File: src/rtl/gpp_dbg_pkg.sv
// Shared definitions for the gpp_calc debug unit.
// Holds the command opcodes, the controller FSM state encoding and the
// bit positions of the core flags inside the 4-bit {O,C,N,Z} flag vector.
package gpp_dbg_pkg;

  localparam logic [1:0] OP_NOP       = 2'd0;
  localparam logic [1:0] OP_CLEAR     = 2'd1;
  localparam logic [1:0] OP_DUMP_REGS = 2'd2;
  localparam logic [1:0] OP_DUMP_MEM  = 2'd3;

  localparam int FLAG_Z = 0;
  localparam int FLAG_N = 1;
  localparam int FLAG_C = 2;
  localparam int FLAG_O = 3;

  typedef enum logic [2:0] {
    ST_IDLE,
    ST_HALT,
    ST_CLR,
    ST_REGS,
    ST_MEM_RD,
    ST_MEM_WAIT,
    ST_MEM_EMIT,
    ST_FINISH
  } dbg_state_t;

endpackage

File: src/rtl/gpp_debug_unit_if.sv
// Command and stream bundle of the debug unit.
// master: the host side (issues commands, consumes the word stream).
// slave:  the debug unit (accepts commands, produces the word stream).
//   cmd_valid/cmd_ready/cmd_op/cmd_base/cmd_len : command handshake
//   out_valid/out_ready/out_data/out_tag/out_last : dump word stream
interface gpp_debug_unit_if #(
  parameter int DATA_W = 16,
  parameter int ADDR_W = 9
);
  logic              cmd_valid;
  logic              cmd_ready;
  logic [1:0]        cmd_op;
  logic [ADDR_W-1:0] cmd_base;
  logic [ADDR_W-1:0] cmd_len;
  logic              out_valid;
  logic              out_ready;
  logic [DATA_W-1:0] out_data;
  logic [ADDR_W-1:0] out_tag;
  logic              out_last;

  modport master (
    output cmd_valid, cmd_op, cmd_base, cmd_len, out_ready,
    input  cmd_ready, out_valid, out_data, out_tag, out_last
  );

  modport slave (
    input  cmd_valid, cmd_op, cmd_base, cmd_len, out_ready,
    output cmd_ready, out_valid, out_data, out_tag, out_last
  );
endinterface

File: src/rtl/gpp_dbg_stream_reg.sv
// Output holding register for the dump stream.
// Ports: clk/rst; load + load_data/load_tag/load_last offer a new word;
// ready from the consumer; valid/data/tag/last drive the stream; fire marks
// the edge on which the held word transfers.
// A word stays frozen while valid is high until it has been taken.
module gpp_dbg_stream_reg #(
  parameter int DATA_W = 16,
  parameter int TAG_W  = 9
) (
  input  logic              clk,
  input  logic              rst,
  input  logic              load,
  input  logic [DATA_W-1:0] load_data,
  input  logic [TAG_W-1:0]  load_tag,
  input  logic              load_last,
  input  logic              ready,
  output logic              valid,
  output logic [DATA_W-1:0] data,
  output logic [TAG_W-1:0]  tag,
  output logic              last,
  output logic              fire
);

  logic accept;

  assign fire   = valid & ready;
  // A new word may only replace the held one once it has been consumed.
  assign accept = load & (~valid | fire);

  always_ff @(posedge clk) begin
    if (rst) begin
      valid <= 1'b0;
      data  <= '0;
      tag   <= '0;
      last  <= 1'b0;
    end else if (accept) begin
      valid <= 1'b1;
      data  <= load_data;
      tag   <= load_tag;
      last  <= load_last;
    end else if (fire) begin
      valid <= 1'b0;
    end
  end

endmodule

File: src/rtl/gpp_debug_unit.sv
// Debug/inspection controller for the gpp_calc core family.
// Ports: clk/rst; dbg (command + dump stream bundle, slave side);
// halt_req/halt_ack core stall handshake; reg_bus/flags core state;
// mem_addr/mem_we/mem_wdata/mem_rdata second data-memory port;
// busy (not idle) and done (one-cycle completion pulse).
module gpp_debug_unit
  import gpp_dbg_pkg::*;
#(
  parameter int DATA_W = 16,
  parameter int ADDR_W = 9,
  parameter int NREG   = 3
) (
  input  logic                   clk,
  input  logic                   rst,
  gpp_debug_unit_if.slave        dbg,
  output logic                   halt_req,
  input  logic                   halt_ack,
  input  logic [NREG*DATA_W-1:0] reg_bus,
  input  logic [3:0]             flags,
  output logic [ADDR_W-1:0]      mem_addr,
  output logic                   mem_we,
  output logic [DATA_W-1:0]      mem_wdata,
  input  logic [DATA_W-1:0]      mem_rdata,
  output logic                   busy,
  output logic                   done
);

  localparam int CNT_W = ADDR_W + 1;
  localparam int IDX_W = $clog2(NREG + 1);

  dbg_state_t        state, next_state;
  logic [1:0]        op_q;
  logic [ADDR_W-1:0] addr_q;
  logic [CNT_W-1:0]  remain_q;
  logic [IDX_W-1:0]  idx_q;

  logic              cmd_take, addr_step, idx_step, wr_en;
  logic              load, ld_last, fire;
  logic [DATA_W-1:0] ld_data, reg_word, flag_word;
  logic [ADDR_W-1:0] ld_tag;

  // Register-file word selected by idx_q; the slot after the last register is the flags word.
  always_comb begin
    flag_word         = '0;
    flag_word[FLAG_Z] = flags[FLAG_Z];
    flag_word[FLAG_N] = flags[FLAG_N];
    flag_word[FLAG_C] = flags[FLAG_C];
    flag_word[FLAG_O] = flags[FLAG_O];
    reg_word          = flag_word;
    for (int i = 0; i < NREG; i++) begin
      if (idx_q == IDX_W'(i)) reg_word = reg_bus[i*DATA_W +: DATA_W];
    end
  end

  always_ff @(posedge clk) begin
    if (rst) state <= ST_IDLE;
    else     state <= next_state;
  end

  always_comb begin
    next_state = state;
    cmd_take   = 1'b0;
    addr_step  = 1'b0;
    idx_step   = 1'b0;
    load       = 1'b0;
    ld_data    = '0;
    ld_tag     = '0;
    ld_last    = 1'b0;
    halt_req   = 1'b0;
    wr_en      = 1'b0;
    case (state)
      ST_IDLE: begin
        if (dbg.cmd_valid) begin
          cmd_take   = 1'b1;
          next_state = (dbg.cmd_op == OP_NOP) ? ST_FINISH : ST_HALT;
        end
      end
      ST_HALT: begin
        halt_req = 1'b1;
        if (halt_ack) begin
          case (op_q)
            OP_CLEAR:     next_state = ST_CLR;
            OP_DUMP_REGS: next_state = ST_REGS;
            default:      next_state = ST_MEM_RD;
          endcase
        end
      end
      ST_CLR: begin
        halt_req  = 1'b1;
        wr_en     = 1'b1;
        addr_step = 1'b1;
        if (remain_q == CNT_W'(1)) next_state = ST_FINISH;
      end
      ST_REGS: begin
        // One word in flight at a time; finish once the flags word is taken.
        halt_req = 1'b1;
        if (!dbg.out_valid) begin
          load     = 1'b1;
          ld_data  = reg_word;
          ld_tag   = ADDR_W'(idx_q);
          ld_last  = (idx_q == IDX_W'(NREG));
          idx_step = 1'b1;
        end else if (fire && dbg.out_last) begin
          next_state = ST_FINISH;
        end
      end
      ST_MEM_RD: begin
        halt_req   = 1'b1;
        next_state = ST_MEM_WAIT;
      end
      ST_MEM_WAIT: begin
        halt_req   = 1'b1;
        load       = 1'b1;
        ld_data    = mem_rdata;
        ld_tag     = addr_q;
        ld_last    = (remain_q == CNT_W'(1));
        next_state = ST_MEM_EMIT;
      end
      ST_MEM_EMIT: begin
        halt_req = 1'b1;
        if (fire) begin
          if (remain_q == CNT_W'(1)) begin
            next_state = ST_FINISH;
          end else begin
            addr_step  = 1'b1;
            next_state = ST_MEM_RD;
          end
        end
      end
      ST_FINISH: next_state = ST_IDLE;
      default:   next_state = ST_IDLE;
    endcase
  end

  // Length 0 encodes a full sweep of memory, hence the extra counter bit.
  always_ff @(posedge clk) begin
    if (rst) begin
      op_q     <= OP_NOP;
      addr_q   <= '0;
      remain_q <= '0;
      idx_q    <= '0;
    end else if (cmd_take) begin
      op_q     <= dbg.cmd_op;
      addr_q   <= dbg.cmd_base;
      remain_q <= (dbg.cmd_len == '0) ? (CNT_W'(1) << ADDR_W) : {1'b0, dbg.cmd_len};
      idx_q    <= '0;
    end else begin
      if (addr_step) begin
        addr_q   <= addr_q + ADDR_W'(1);
        remain_q <= remain_q - CNT_W'(1);
      end
      if (idx_step) idx_q <= idx_q + IDX_W'(1);
    end
  end

  // The write strobe is cut as soon as reset is seen so an abort loses no extra word.
  assign mem_we        = wr_en & ~rst;
  assign mem_addr      = addr_q;
  assign mem_wdata     = '0;
  assign busy          = (state != ST_IDLE);
  assign done          = (state == ST_FINISH);
  assign dbg.cmd_ready = (state == ST_IDLE);

  gpp_dbg_stream_reg #(.DATA_W(DATA_W), .TAG_W(ADDR_W)) u_stream (
    .clk       (clk),
    .rst       (rst),
    .load      (load),
    .load_data (ld_data),
    .load_tag  (ld_tag),
    .load_last (ld_last),
    .ready     (dbg.out_ready),
    .valid     (dbg.out_valid),
    .data      (dbg.out_data),
    .tag       (dbg.out_tag),
    .last      (dbg.out_last),
    .fire      (fire)
  );

endmodule

File: src/flat_wrapper.sv
// flat-port wrapper written by rule: the top's interface ports become plain ports
module gpp_debug_unit_flat import gpp_dbg_pkg::*;
#(
  parameter int DATA_W = 16,
  parameter int ADDR_W = 9,
  parameter int NREG   = 3
)
  (clk, rst, halt_req, halt_ack, reg_bus, flags, mem_addr, mem_we, mem_wdata, mem_rdata, busy, done, dbg_cmd_valid, dbg_cmd_op, dbg_cmd_base, dbg_cmd_len, dbg_out_ready, dbg_cmd_ready, dbg_out_valid, dbg_out_data, dbg_out_tag, dbg_out_last);
  gpp_debug_unit_if #(.DATA_W(DATA_W), .ADDR_W(ADDR_W)) dbg_i ();
  input  logic clk;
  input  logic rst;
  output logic halt_req;
  input  logic halt_ack;
  input  logic [NREG*DATA_W-1:0] reg_bus;
  input  logic [3:0] flags;
  output logic [ADDR_W-1:0] mem_addr;
  output logic mem_we;
  output logic [DATA_W-1:0] mem_wdata;
  input  logic [DATA_W-1:0] mem_rdata;
  output logic busy;
  output logic done;
  input wire logic [$bits(dbg_i.cmd_valid)-1:0] dbg_cmd_valid;
  input wire logic [$bits(dbg_i.cmd_op)-1:0] dbg_cmd_op;
  input wire logic [$bits(dbg_i.cmd_base)-1:0] dbg_cmd_base;
  input wire logic [$bits(dbg_i.cmd_len)-1:0] dbg_cmd_len;
  input wire logic [$bits(dbg_i.out_ready)-1:0] dbg_out_ready;
  output wire logic [$bits(dbg_i.cmd_ready)-1:0] dbg_cmd_ready;
  output wire logic [$bits(dbg_i.out_valid)-1:0] dbg_out_valid;
  output wire logic [$bits(dbg_i.out_data)-1:0] dbg_out_data;
  output wire logic [$bits(dbg_i.out_tag)-1:0] dbg_out_tag;
  output wire logic [$bits(dbg_i.out_last)-1:0] dbg_out_last;
  assign dbg_i.cmd_valid = dbg_cmd_valid;
  assign dbg_i.cmd_op = dbg_cmd_op;
  assign dbg_i.cmd_base = dbg_cmd_base;
  assign dbg_i.cmd_len = dbg_cmd_len;
  assign dbg_i.out_ready = dbg_out_ready;
  assign dbg_cmd_ready = dbg_i.cmd_ready;
  assign dbg_out_valid = dbg_i.out_valid;
  assign dbg_out_data = dbg_i.out_data;
  assign dbg_out_tag = dbg_i.out_tag;
  assign dbg_out_last = dbg_i.out_last;
  gpp_debug_unit #(.DATA_W(DATA_W), .ADDR_W(ADDR_W), .NREG(NREG)) u_core (.clk(clk), .rst(rst), .dbg(dbg_i), .halt_req(halt_req), .halt_ack(halt_ack), .reg_bus(reg_bus), .flags(flags), .mem_addr(mem_addr), .mem_we(mem_we), .mem_wdata(mem_wdata), .mem_rdata(mem_rdata), .busy(busy), .done(done));
endmodule
File: config.mk
export PLATFORM = sky130hd
export DESIGN_NAME = gpp_debug_unit_flat
export DESIGN_NICKNAME = d
export VERILOG_FILES = /design/src/rtl/gpp_dbg_pkg.sv /design/src/rtl/gpp_debug_unit_if.sv /design/src/rtl/gpp_dbg_stream_reg.sv /design/src/rtl/gpp_debug_unit.sv /design/src/flat_wrapper.sv
export SDC_FILE = /design/constraint.sdc
export NUM_CORES = 1
export LEC_CHECK = 0
export CAP_MARGIN = 20
export CELL_PAD_IN_SITES_DETAIL_PLACEMENT = 0
export CELL_PAD_IN_SITES_GLOBAL_PLACEMENT = 2
export CORE_UTILIZATION = 21
export CTS_CLUSTER_SIZE = 40
export DETAILED_ROUTE_END_ITERATION = 7
export PLACE_DENSITY = 0.83
export SKIP_CTS_REPAIR_TIMING = 1
export SYNTH_ARGS = -nofsm -noshare
export SYNTH_HDL_FRONTEND = slang
export SYNTH_SLANG_ARGS = --single-unit
File: constraint.sdc
create_clock -name clk -period 1.7 [get_ports clk]
set_input_delay 0.17 -clock clk [delete_from_list [all_inputs] [get_ports clk]]
set_output_delay 0.17 -clock clk [all_outputs]
set_load 0.005 [all_outputs]
==> impl_metrics.json <==
{
  "cp.buffers_inverters": 5,
  "status": "finished, violations left",
  "area_delta_synth_final_pct": 80.6,
  "grt_max_degree": 41,
  "clkSlewWorstSetupHoldPaths_ps": 80,
  "failed_checks": "setup timing",
  "synthTopCellsByCount": "53 x dfxtp_1, 45 x a21oi_1, 39 x nand2_1",
  "setup_violations": 13,
  "yosysMostFrequentCell": "dfxtp_1",
  "slew-limit-headroom_pct": 60.4,
  "slowest_stage": "dfxtp_4",
  "clock_sinks": 53,
  "start_util_pct": 21.4,
  "clock_path_buffers": 2,
  "cts_tree": "built",
  "synth_flop_cell": "dfxtp_1",
  "h-tree-depth": 2,
  "holdCritPathClass": "in2reg",
  "final_util_pct": 38.7,
  "maxCapViolations": 0,
  "comb_power_share_pct": 64.0,
  "synth_edf_count": 0,
  "p_int_w": 0.00544,
  "root_buffer": "clkbuf_16",
  "netlist_instances": 450,
  "holdPathStages": 3,
  "synth_top_area_cell": "dfxtp_1",
  "tightestPinTransition_ps": 593,
  "ys_top_cells_by_area": "dfxtp_1 30%, a21oi_1 6.4%, a311oi_1 4.5%, nand2_1 4.2%, buf_4 3.8%",
  "p_seq_share_pct": 21.0,
  "min_period_over_period_pct": 105,
  "drv_slew": 0,
  "syn-cell-area_um2": 3530,
  "cpLargestDelayFamily": "buffers and inverters",
  "finalNonFillerCells": 856,
  "end_kind": "register",
  "async_reset_ff_share_pct": 0,
  "start_kind": "register",
  "first_pass_iters": 4,
  "finClkSkew_ps": 5.01,
  "max_freq_mhz": 561,
  "min_from": "rst",
  "die_w_um": 132,
  "worstPathRequired_ps": 1910,
  "avgViaCountPerCell": 4.85,
  "cp.arrival_ps": 1990,
  "power_switching_w": 0.00356,
  "powerDensity_nw_per_um2": 1410,
  "drc": 0,
  "wire_per_inst_um": 17.1,
  "ant_nets": 0,
  "dpl_cell_area_um2": 5400,
  "first_iter_violations": 253,
  "die_area_um2": 17300,
  "grt_pass1_wl_um": 21300,
  "antenna_found_initial": 0,
  "finalNetCount": 737,
  "critPathMaxFanout": 7,
  "min_to": "u_core.state[2]",
  "ys_types": 57,
  "crit_path_max_incr_delay_ps": 360,
  "worst_slack_ps": -83.7,
  "io_pins": 150,
  "routed_wl_um": 14600,
  "drive_above_1_share_pct": 24.5,
  "crit_type": "reg2reg",
  "grt_usage_pct": 15.3,
  "core_um2": 16500,
  "r2r_setup_slack_ps": -80,
  "timing.rr.start": "u_core.state[1]",
  "ir_worst_vdd_mv": 0.626,
  "grt_overflow_total": 0,
  "cpMostUsedCell": "buf_6",
  "vias": 4148,
  "gp_congestion": 0.834,
  "clk_latency_ps": 300,
  "cts_buffers": 5,
  "antenna_cells": 0,
  "p_sw_share_pct": 39.5,
  "design_area_um2": 6370,
  "fin_crit_ps": 1780,
  "first_global_vias": 4020,
  "std_cell_rows": 47,
  "clkPwrFrac_pct": 15.1,
  "fp.dieH_um": 132,
  "ys_ff_latch": 53,
  "cp_cell_sequence": "buf_6 > buf_6 > nor4b_4 > buf_6 > clkbuf_16 > buf_8 > a21oi_1 > o31a_1 > a311oi_2",
  "p_leak_nw": 2.31,
  "synth_top_area_share_pct": 30.1,
  "rsz0062_at_grt": "true",
  "port_buffers": 133,
  "report.final.hold_viol_count": 0,
  "r2r_end": "u_core.mem_addr[0]",
  "r2r_cells": 9,
  "syn_area_per_cell_um2": 7.84,
  "ys_warn_count": 0,
  "hpwl_um": 10100,
  "synth-seq-area-share_pct": 30.1,
  "dp.cells": 821
}
-- placed cells by master (no fill, tap or decap), types with 7 or more instances in the layout --
cell type,instances
clkdlybuf4s50_1,127
buf_4,53
dfxtp_1,46
a21oi_1,39
nand2_1,37
o21ai_0,20
nand3_1,18
a311oi_1,16
conb_1,16
o31ai_1,13
nand2b_1,13
buf_6,13
inv_1,12
nor3_1,12
a221o_1,12
nor2_1,11
clkbuf_16,10
buf_12,10
a31oi_1,9
and2_1,8
mux2i_1,7
nor2b_1,7
o311ai_1,7
-- state kept, by name, summed over array words and instances, names as in the netlist --
signal / cells
u_core.idx_q: 2
u_core.mem_addr: 9
u_core.op_q: 2
u_core.remain_q: 10
u_core.state: 3
u_core.u_stream.data: 16
u_core.u_stream.last: 1
u_core.u_stream.tag: 9
u_core.u_stream.valid: 1
-- how the worst max path moves through the flow --
stage,startpoint,end,slack (ps),cells after the start
2_1_floorplan,u_core.remain_q[0],u_core.mem_addr[5],10,6
3_3_place_gp,u_core.idx_q[1],u_core.u_stream.data[9],-240,6
3_5_place_dp,u_core.idx_q[0],u_core.u_stream.data[13],-400,6
4_1_cts,u_core.idx_q[0],u_core.u_stream.data[13],-440,6
5_1_grt,u_core.state[1],u_core.remain_q[5],-150,9
6_report,u_core.state[1],u_core.mem_addr[0],-80,9
-- power groups by stage --
| stage | registers, W | clock network [W] | logic [W] |
|---|---|---|---|
| 2_1_floorplan | 0.00180 | 0 | 0.00226 |
| 3_3_place_gp | 0.00186 | 0 | 0.00435 |
| 3_5_place_dp | 0.00187 | 0 | 0.00437 |
| 4_1_cts | 0.00185 | 0.00139 | 0.00438 |
| 5_1_grt | 0.00193 | 0.00144 | 0.00619 |
| 6_report | 0.00189 | 0.00135 | 0.00575 |
-- stage by stage --
| step | hold WS [ps] | worst slack [ps] | power [W] | TNS, ps |
|---|---|---|---|---|
| 6_report | 349 | -83.7 | 0.00900 | -508 |
| 5_1_grt | 353 | -150 | 0.00956 | -1830 |
| 4_1_cts | 322 | -435 | 0.00762 | -8390 |
| 3_5_place_dp | 459 | -397 | 0.00624 | -7850 |
| 3_3_place_gp | 446 | -242 | 0.00622 | -5480 |
| 2_1_floorplan | 306 | 11.7 | 0.00406 | 0 |
-- final cells by class --
| type | count | area, um^2 |
|---|---|---|
| fillers | 1692 | 10100 |
| multi-input cells | 341 | 2490 |
| repair buffers | 220 | 2280 |
| flip-flops and latches | 53 | 1080 |
| well taps | 220 | 275 |
| clock buffers | 5 | 125 |
| clock inverters | 3 | 65.1 |
| inverters | 14 | 52.6 |
-- cell families after synthesis --
group | synth area share, %
muxes | 1.99
adders and majority gates | 3.19
buffers and inverters | 10.4
DFF | 30.1
and+or+nand+nor | 21.9
AOI/OAI and AO/OA | 32.0
other | 0.106
xor gates and xnor gates | 0.248
-- worst reg2reg max path, stage by stage, from the launching register on --
cell,delay [ps]
dfxtp_4,360
buf_6,120
buf_6,110
nor4b_4,280
buf_6,170
clkbuf_16,160
buf_8,130
a21oi_1,70
o31a_1,110
a311oi_2,190
-- per-layer routing --
metal	part of all wire [%]	vias to the layer above	wire, um	track usage [%]
li1	-	2038	-	-
met1	42	1936	6100	18.4
met2	51	162	7400	27.2
met3	6.8	12	1000	4.17
met4	0.92	0	135	2.91
met5	0	-	0	0
(Power assumes the default switching activity.)
